**config.mk**
```make
export PLATFORM = sky130hd
export DESIGN_NAME = beat_packer
export DESIGN_NICKNAME = d
export VERILOG_FILES = /design/src/rtl/beat_packer.sv
export SDC_FILE = /design/constraint.sdc
export NUM_CORES = 1
export LEC_CHECK = 0
export ABC_CLOCK_PERIOD_IN_PS = 2840
export BUFFER_PORTS_ARGS = -buffer_cell sky130_fd_sc_hd__clkbuf_2
export CAP_MARGIN = 20
export CORE_MARGIN = 2
export CORE_UTILIZATION = 35
export CTS_BUF_LIST = sky130_fd_sc_hd__clkbuf_8
export DETAILED_ROUTE_END_ITERATION = 16
export PLACE_DENSITY = 0.59
export SLEW_MARGIN = 20
export SYNTH_ARGS = -nofsm -noshare
export SYNTH_HDL_FRONTEND = slang
export SYNTH_SLANG_ARGS = --single-unit
export TNS_END_PERCENT = 100
```
**constraint.sdc**
```tcl
create_clock -name clk -period 2.84 [get_ports clk]
set_clock_uncertainty 0.2 [all_clocks]
set_input_delay 0.284 -clock clk [delete_from_list [all_inputs] [get_ports clk]]
set_output_delay 0.284 -clock clk [all_outputs]
set_load 0.02 [all_outputs]
```
**src/rtl/beat_packer.sv**
```systemverilog
// Packs RATIO narrow beats into one wide word with per-lane keep bits.
// m_last flushes a partially filled word early; the output register is a one-deep skid.
module beat_packer #(
  parameter int WIDTH = 8,
  parameter int RATIO = 4
) (
  input  logic                     clk,
  input  logic                     rst_n,
  input  logic                     m_valid,
  output logic                     m_ready,
  input  logic [WIDTH-1:0]         m_data,
  input  logic                     m_last,
  output logic                     s_valid,
  input  logic                     s_ready,
  output logic [RATIO*WIDTH-1:0]   s_data,
  output logic [RATIO-1:0]         s_keep,
  output logic                     s_last
);

  localparam int CW = $clog2(RATIO);

  logic                   run;
  logic [CW-1:0]          cnt;
  logic [RATIO*WIDTH-1:0] acc;
  logic [RATIO*WIDTH-1:0] merged;
  logic [RATIO-1:0]       keep_next;
  logic                   out_valid;
  logic [RATIO*WIDTH-1:0] out_data;
  logic [RATIO-1:0]       out_keep;
  logic                   out_last;
  logic                   accept;
  logic                   complete;

  // Ready depends only on registered state and s_ready, never on m_valid.
  assign m_ready  = run && (!out_valid || s_ready);
  assign accept   = m_valid && m_ready;
  assign complete = (cnt == CW'(RATIO - 1)) || m_last;

  always_comb begin
    merged = acc;
    merged[cnt*WIDTH +: WIDTH] = m_data;
    keep_next = '0;
    for (int i = 0; i < RATIO; i++) begin
      keep_next[i] = (CW'(i) <= cnt);
    end
  end

  always_ff @(posedge clk or negedge rst_n) begin
    if (!rst_n) begin
      run       <= 1'b0;
      cnt       <= '0;
      acc       <= '0;
      out_valid <= 1'b0;
      out_data  <= '0;
      out_keep  <= '0;
      out_last  <= 1'b0;
    end else begin
      run <= 1'b1;
      if (accept && complete) begin
        out_valid <= 1'b1;
        out_data  <= merged;
        out_keep  <= keep_next;
        out_last  <= m_last;
        cnt       <= '0;
        acc       <= '0;
      end else begin
        if (accept) begin
          acc <= merged;
          cnt <= cnt + 1'b1;
        end
        // Drain only when no new word replaces the current one at this edge.
        if (out_valid && s_ready) begin
          out_valid <= 1'b0;
        end
      end
    end
  end

  assign s_valid = out_valid;
  assign s_data  = out_data;
  assign s_keep  = out_keep;
  assign s_last  = out_last;

endmodule

```
# Word level (Yosys, flattened, before mapping)
# Cells that the tools add are included.
totals:
  out_inout_bits: 39
  inputBits: 13
  reg_bits: 73
  word_cells: 32
op_classes:
  n_addsub: 2
  shift: 2
  order_cmp: 4
  eq_ne: 1
  n_mux: 7
  n_reduce_logical: 9
ops:
  columns: ["operator", "n"]
  rows:
  - ["two-way mux 32 bit", 2]
  - ["negator 5 -> 34 bit", 1]
  - ["variable shift 8 x 34 -> 32 bit, first input constant", 1]
  - ["indexed part select 8 x 34 -> 32 bit", 1]
  - ["bitwise mux 32 bit", 1]
  - ["<= comparator 1 x 2 -> 1 bit, first input constant", 2]
  - ["<= comparator 2 bit, first input constant", 2]
  - ["logical AND 1 bit", 4]
  - ["two-way mux 2 bit", 2]
  - ["nonzero test 2 bit", 2]
  - ["adder 2 x 1 -> 2 bit, second input constant", 1]
  - ["== test 2 bit, second input constant", 1]
  - ["logical OR 1 bit", 2]
  - ["two-way mux 1 bit", 2]
  - ["logical NOT 1 bit", 1]

# Longest topological paths before layout
# Gate-level depths: netlist of run 1.
depth:
  ltp_word: 6
  depth_mapped: 8
  depth_no_buf: 5

# Worst setup path before layout of run 1
# No wires, ideal clock.
synth_path:
  path_kind: "register to register"
  from: "reg cnt[0]"
  to: "reg acc[16]"
  setup_slack_ns: 0.594
  period_less_slack_ns: 2.246
  arrival_time_ns: 1.979
  stages_incl_launch_ff: 8
  n_path_buf: 2
  setup_time_ns: 0.068
  t_required_ns: 2.572
  path_cell_list: "dfrtp_1 -> buf_2 -> inv_1 -> ha_1 -> or3b_1 -> buf_6 -> nor3_4 -> a32o_1"
synth_via:
  elab_chain_cells: 5
  word_cells_on_any_way: 10
  classes_between: "add/sub (1); eq/ne (1); shift (2); mux (3); reduce/logical (3)"
synth_lines:
  columns: ["element", "line", "text"]
  rows:
  - ["from (decl)", "23", "logic [CW-1:0] cnt;"]
  - ["from (signal assigned)", "69", "cnt <= cnt + 1'b1;"]
  - ["negator 5 -> 34 bit", "41", "merged[cnt*WIDTH +: WIDTH] = m_data;"]
  - ["indexed part select 8 x 34 -> 32 bit / variable shift 8 x 34 -> 32 bit (equally long branches)", "41", null]
  - ["bitwise mux 32 bit", "41", null]
  - ["two-way mux 32 bit", "67", "if (accept) begin"]
  - ["two-way mux 32 bit", "59", "if (accept && complete) begin"]
  - ["to (signal assigned)", "68", "acc <= merged;"]
  - ["to (decl)", "24", "logic [RATIO*WIDTH-1:0] acc;"]
# Parallel ways exist; a longest one is shown, timed or not. The select of a mux whose other input is x is not followed.
# A chain may end at the register's enable or synchronous reset.

# Final worst setup path of run 1
layout_path:
  from: "reg cnt[1]"
  to: "reg out_data[9] (netlist: s_data[9])"
layout_via:
  elab_chain_cells: 3
  word_cells_on_any_way: 7
  classes_between: "add/sub (1); eq/ne (1); shift (2); mux (1); reduce/logical (2)"
layout_lines:
  columns: ["element", "line", "text"]
  rows:
  - ["negator 5 -> 34 bit / == test 2 bit (equally long branches)", "41, 37", null]
  - ["indexed part select 8 x 34 -> 32 bit, or another cell as far along", "41", null]
  - ["bitwise mux 32 bit / logical AND 1 bit (equally long branches)", "41, 59", null]
  - ["to (signal assigned)", "61", "out_data <= merged;"]
  - ["to (decl)", "28", "logic [RATIO*WIDTH-1:0] out_data;"]
# Parallel ways exist; a longest one is shown, timed or not.

==> metrics.yaml, run 1 <==
yosys:
  synth_top_area_share_pct: 53.4
  yosysSeqAreaShare_pct: 53.4
  synth_warnings: 0
  synth_area_sq_mm: 0.00342
  ys_types: 40
  synth-seq-cells: 73
  synthArstFlopShare_pct: 100
  synth_edf_count: 0
  syn_area_per_cell_sq_um: 11.4
  syn_nets: 321
  post-synth-top-count-cell: "dfrtp_1"
  yosysTopAreaCell: "dfrtp_1"
  syn_inst: 301
  synth.area.top_cells: "dfrtp_1, a32o_1, a21oi_1, a31oi_1, a32oi_1"
  synthFlopType: "dfrtp_1"
  ys_top_cells_by_count: "dfrtp_1, a21oi_1, a32o_1, a31oi_1, a32oi_1"
clocking:
  clkTransAtPathRegs_ps: 80
  htreeDepth: 3
  clockBufferDepth: 2
  cts_tree: "built"
  worstSkewPairLatency_ps: 350
  cts_buffers: 9
  ctsHoldBuffers: 2
  clockRootBuffer: "clkbuf_8"
  cts_setup_buffers: 0
  cts_sinks: 73
  cts_resized: 0
sta:
  slew_violations: 0
  setup_viol: 0
  slew_headroom_pct: 41.3
  final-hold-violation-count: 0
  rsz0062_at_grt: "false"
  tightest_slew_ps: 881
  finalCriticalPeriod_ps: 2450
  fmax_ghz: 0.408
  fin_setup_tns_ps: 0
  fin_crit_sh_pct: 86.3
min_path:
  hold_depth: 2
  hold_start: "m_data[0]"
  hold_path.class: "input pin to register"
  holdPathEnd: "acc[0]$_DFFE_PN0P_"
placed_design:
  port_buffers: 51
  place_congestion: 0.810
  place.detailed.hpwl_mm: 5.52
global_route:
  overflow: 0
  grt_antenna_before_repair: 0
  grt_max_degree: 74
  first_global_vias: 2577
  grt_pass1_wl_mm: 13.8
  track_usage_pct: 17.2
power:
  finalPower_uw: 2880
  swShare_pct: 33.8
  p_per_area_mw_per_mm2: 715
  p_switching_uw: 973
  p_clk_share_pct: 31.1
  combPwrFrac_pct: 25.7
  p_seq_share_pct: 43.2
  vdd_drop_max_mv: 0.253
  internal_power_uw: 1910
  total_leakage_power_uw: 0.00176
finish:
  nets: 365
  post-route-util_pct: 41.8
  drive_gt1_share_pct: 27.7
  antennaDiodeCount: 0
  synthToLayoutAreaGrowth_pct: 17.8
critical_path:
  cp_cell_sequence: "ha_1 > nor2_1 > nor3_4 > buf_4 > mux2_2"
  worst_setup_path_end_kind: "register"
  cp.required_ps: 2880
  critPathBufInv: 1
  crit_cells: 5
  worstSetupStartpointType: "register"
  path_delay_family: "simple AND/OR/NAND/NOR gates"
  r2r_cells: 5
  r2r_slack_ps: 390
  critPathKind: "register to register"
  worstReg2RegEnd: "s_data[9]$_DFFE_PN0P_"
  r2r-start: "cnt[1]$_DFFE_PN0P_"
  arrival_ps: 2490
  cp_slowest_stage_delay_ps: 640
  cp_max_fo: 20
  slowest_stage: "nor3_4"
floorplanning:
  die_area_sq_mm: 0.0106
  initial_core_util_pct: 35.5
  design.core.area_sq_mm: 0.00964
  placementRows: 36
  pin_count: 52
  die_w_microns: 103
  die_h_microns: 103
drt:
  ant_nets: 0
  routed_wl_mm: 8.47
  drt_iter0_markers: 146
  vias: 2709
  dr.pass1.iters: 4
  viasPerCell: 5.61
  wl_per_cell_microns: 17.5
  drc_errors: 0
run_status:
  status: "finished clean"
job:
  drv_cap: 0
## area by class of cell
| class | instances | area, sq um |
|---|---|---|
| fillers | 969 | 5610 |
| inverters | 14 | 52.6 |
| well taps | 133 | 166 |
| multi-input cells | 181 | 1380 |
| clock inverters | 7 | 95.1 |
| clock buffers | 9 | 124 |
| flip-flops and latches | 73 | 1830 |
| repair buffers | 66 | 385 |
## power groups by stage
stage / Clock (uW) / Sequential [uW] / Combinational, uW
after floorplan: 0 / 1390 / 358
after global placement: 0 / 1260 / 737
final: 897 / 1250 / 740
after detailed placement: 0 / 1270 / 741
after CTS: 921 / 1250 / 745
after global routing: 965 / 1260 / 819
## worst max path at each step
stage,startpoint,to,slack [ps]
final,cnt[1]$_DFFE_PN0P_,s_data[9]$_DFFE_PN0P_,390
after global routing,cnt[1]$_DFFE_PN0P_,s_data[9]$_DFFE_PN0P_,220
after CTS,cnt[1]$_DFFE_PN0P_,s_data[9]$_DFFE_PN0P_,370
after detailed placement,cnt[1]$_DFFE_PN0P_,s_data[9]$_DFFE_PN0P_,390
after global placement,cnt[1]$_DFFE_PN0P_,s_data[8]$_DFFE_PN0P_,460
after floorplan,cnt[0]$_DFFE_PN0P_,acc[16]$_DFFE_PN0P_,590
## worst reg2reg max path, cell delays in order (launching register included)
cell	delay (ps)
dfrtp_1	450
ha_1	220
nor2_1	90
nor3_4	640
buf_4	370
mux2_2	370
## flip-flops by register name (all words and copies together), names as in the netlist
signal,count
acc,32
cnt,2
run,1
s_data,32
s_keep,4
s_last,1
s_valid,1
## per-layer routing
metal | track usage, % | routed length, microns
met5 | 0 | 0
met2 | 25.9 | 3920
met4 | 7.19 | 171
met1 | 23.7 | 3890
met3 | 4.20 | 490
## layout by cell type, fill, tap and decap left out, drive strengths merged, types with 3 or more instances in the layout
cell type   n
a21oi      32
a22o        8
a31oi      24
a32o       25
a32oi      15
and2        3
buf        14
clkbuf     59
clkinv      5
dfrtp      73
ha          7
inv        13
mux2       10
nand2       4
nand3       9
nor2        3
nor2b      10
nor3        3
o211ai      4
o21ai       3
o22ai       8
## cell families (layout without fill, tap and decap cells)
| kind of cell | after synthesis | in the layout | synth area share (%) |
|---|---|---|---|
| flops | 73 | 73 | 53.4 |
| other cells | 1 | 1 | 0.110 |
| buf+inv | 47 | 96 | 6.29 |
| compound gates | 121 | 121 | 26.1 |
| simple gates | 41 | 41 | 8.00 |
| mux | 11 | 11 | 3.58 |
| fa+ha+maj | 7 | 7 | 2.56 |
## through the flow
stage | instances | setup slack (ps) | hold slack, ps | cell area, sq um
5_1_grt | 483 | 222 | 134 | 4030
3_3_place_gp | 465 | 464 | 147 | 3790
2_1_floorplan | 301 | 594 | -212 | 3420
3_5_place_dp | 465 | 389 | 151 | 3790
4_1_cts | 483 | 371 | 122 | 4030
6_report | 483 | 389 | 128 | 4030
Power figures use the tool's default switching activity.
==> run 2, diff against run 1 <==
--- a/config.mk
+++ b/config.mk
@@ -8,12 +8,13 @@
 export ABC_CLOCK_PERIOD_IN_PS = 2840
 export BUFFER_PORTS_ARGS = -buffer_cell sky130_fd_sc_hd__clkbuf_2
 export CAP_MARGIN = 20
+export CORE_ASPECT_RATIO = 0.8
 export CORE_MARGIN = 2
 export CORE_UTILIZATION = 35
 export CTS_BUF_LIST = sky130_fd_sc_hd__clkbuf_8
 export DETAILED_ROUTE_END_ITERATION = 16
 export PLACE_DENSITY = 0.59
-export SLEW_MARGIN = 20
+export SLEW_MARGIN = 10
 export SYNTH_ARGS = -nofsm -noshare
 export SYNTH_HDL_FRONTEND = slang
 export SYNTH_SLANG_ARGS = --single-unit
==> metrics.yaml, run 2 (synthesized netlist as in run 1, its figures left out) <==
global_route:
  track_usage_pct: 17.1  # -0.066 points
  grt_antenna_before_repair: 0  # unchanged
  grt_max_degree: 34  # -54%
  first_global_vias: 2561  # -0.62%
  grt_pass1_wl_mm: 13.8  # +0.40%
  overflow: 0  # unchanged
sta:
  finalCriticalPeriod_ps: 2450  # -1.97 ps
  fin_crit_sh_pct: 86.2  # about the same
  fin_setup_tns_ps: 0  # unchanged
  rsz0062_at_grt: "false"
  slew_headroom_pct: 38.3  # -2.9 points
  final-hold-violation-count: 0  # unchanged
  tightest_slew_ps: 925  # +44.2 ps
  fmax_ghz: 0.408  # about the same
  setup_viol: 0  # unchanged
  slew_violations: 0  # unchanged
power:
  p_seq_share_pct: 44.6  # +1.4 points
  p_per_area_mw_per_mm2: 701  # -2.0%
  swShare_pct: 34.3  # +0.55 points
  combPwrFrac_pct: 26.2  # +0.5 points
  p_clk_share_pct: 29.2  # -1.9 points
  total_leakage_power_uw: 0.00174  # -0.79%
  internal_power_uw: 1840  # -3.9%
  vdd_drop_max_mv: 0.307  # +21%
  p_switching_uw: 958  # -1.5%
floorplanning:
  placementRows: 32  # -11%
  pin_count: 52  # unchanged
  initial_core_util_pct: 35.8  # +0.26 points
  die_h_microns: 92.5  # -10%
  die_area_sq_mm: 0.0106  # about the same
  design.core.area_sq_mm: 0.00957  # -0.73%
  die_w_microns: 115  # +11%
finish:
  layout.cells.non_filler: 467  # -3.3%
  final_common_cell: "dfrtp_1"
  antennaDiodeCount: 0  # unchanged
  nets: 363  # -0.55%
  drive_gt1_share_pct: 27.3  # -0.42 points
  synthToLayoutAreaGrowth_pct: 16.5
  final_cell_mix: "dfrtp_1, clkbuf_2, a21oi_1"
placed_design:
  place_congestion: 0.772  # -4.6%
  dp.cells: 449  # -3.4%
  place.detailed.hpwl_mm: 5.75  # +4.1%
  port_buffers: 51  # unchanged
critical_path:
  slowest_stage: "nor3b_2"
  cp_slowest_stage_delay_ps: 510  # -130 ps
  cp.required_ps: 2930  # +50 ps
  critPathBufInv: 1  # unchanged
  worst_setup_path_end_kind: "register"
  critPathKind: "register to register"
  path_delay_family: "simple AND/OR/NAND/NOR gates"
  arrival_ps: 2540  # +50 ps
  cp_max_fo: 9  # -55%
  cp_cell_sequence: "inv_1 > ha_1 > nor3b_2 > and3_1 > a32o_1"
  worstSetupStartpointType: "register"
drt:
  vias: 2691  # -0.66%
  wl_per_cell_microns: 18.4  # +4.7%
  viasPerCell: 5.76  # +2.7%
  drt_iter0_markers: 183  # +25%
  ant_nets: 0  # unchanged
  dr.pass1.iters: 4  # unchanged
  drc_errors: 0  # unchanged
  routed_wl_mm: 8.57  # +1.2%
clocking:
  htreeDepth: 3  # unchanged
  cts_sinks: 73  # unchanged
  clkTransAtPathRegs_ps: 70  # about the same
  cts_buffers: 9  # unchanged
  clockBufferDepth: 2  # unchanged
  cts_tree: "built"
  clockRootBuffer: "clkbuf_8"
  worstSkewPairLatency_ps: 360  # about the same
job:
  drv_cap: 0  # unchanged
run_status:
  status: "finished clean"
min_path:
  hold_path.class: "input pin to register"
[run 2: changes by cell type in the layout (fill, tap and decap cells not counted), sizes merged]
cell    before  now
buf         14   12
bufinv       2    1
clkbuf      59   60
[run 2: repair_timing]
action,CTS,global route
setup buffers,0,0
gates resized for setup,0,0
hold buffers,2,0
hold endpoints to repair,32,0
[run 2: worst paths after layout]
kind	start	endpoint	slack [ps]	cells after the start
min reg2reg	s_keep[0]$_DFFE_PN0P_	s_keep[0]$_DFFE_PN0P_	270	1
min	m_data[5]	acc[5]$_DFFE_PN0P_	110	2
max in group asynchronous	rst_n	s_data[24]$_DFFE_PN0P_	1440	3
max reg2reg	cnt[0]$_DFFE_PN0P_	acc[14]$_DFFE_PN0P_	390	5
max	cnt[0]$_DFFE_PN0P_	acc[14]$_DFFE_PN0P_	390	5
min in group asynchronous	rst_n	s_valid$_DFFE_PN0P_	330	2
[run 2: power groups by stage]
stage | registers (uW) | clock network (uW) | logic, uW
after CTS | 1250 | 831 | 744
after global placement | 1260 | 0 | 730
after detailed placement | 1270 | 0 | 737
after floorplan | 1390 | 0 | 358
after global routing | 1270 | 879 | 804
final | 1250 | 814 | 733
[run 2: cell type report]
type	count	area [sq um]
Timing Repair Buffer	64	383
Tap cell	119	149
Multi-Input combinational cell	181	1380
Inverter	14	52.6
Sequential cell	73	1830
Fill cell	937	5580
Clock inverter	6	57.6
Clock buffer	10	138
[run 2: worst register-to-register path: cells and delay by family, from the launching register on]
kind	cells	cell delay, ps
buf+inv	1	170
flops	1	480
simple gates	2	940
fa+ha+maj	1	380
compound gates	1	220
[run 2: layer usage]
metal | track usage [%] | vias to the layer above | part of all wire, %
met5 | 0 | - | 0
met4 | 4.67 | 0 | 1.5
met3 | 5.50 | 13 | 7.3
met2 | 24.6 | 98 | 44
met1 | 24.8 | 1338 | 47
li1 | - | 1242 | -
[run 2: through the flow]
step	power [uW]	utilization, %	area, sq um	setup slack, ps	hold WS [ps]
finish	2790	41.7	3990	391	111
global route	2950	41.7	3990	205	108
CTS	2820	41.7	3990	420	101
detailed placement	2010	39.4	3770	442	203
global placement	1990	39.4	3770	514	198
floorplan	1750	-	3420	594	-212
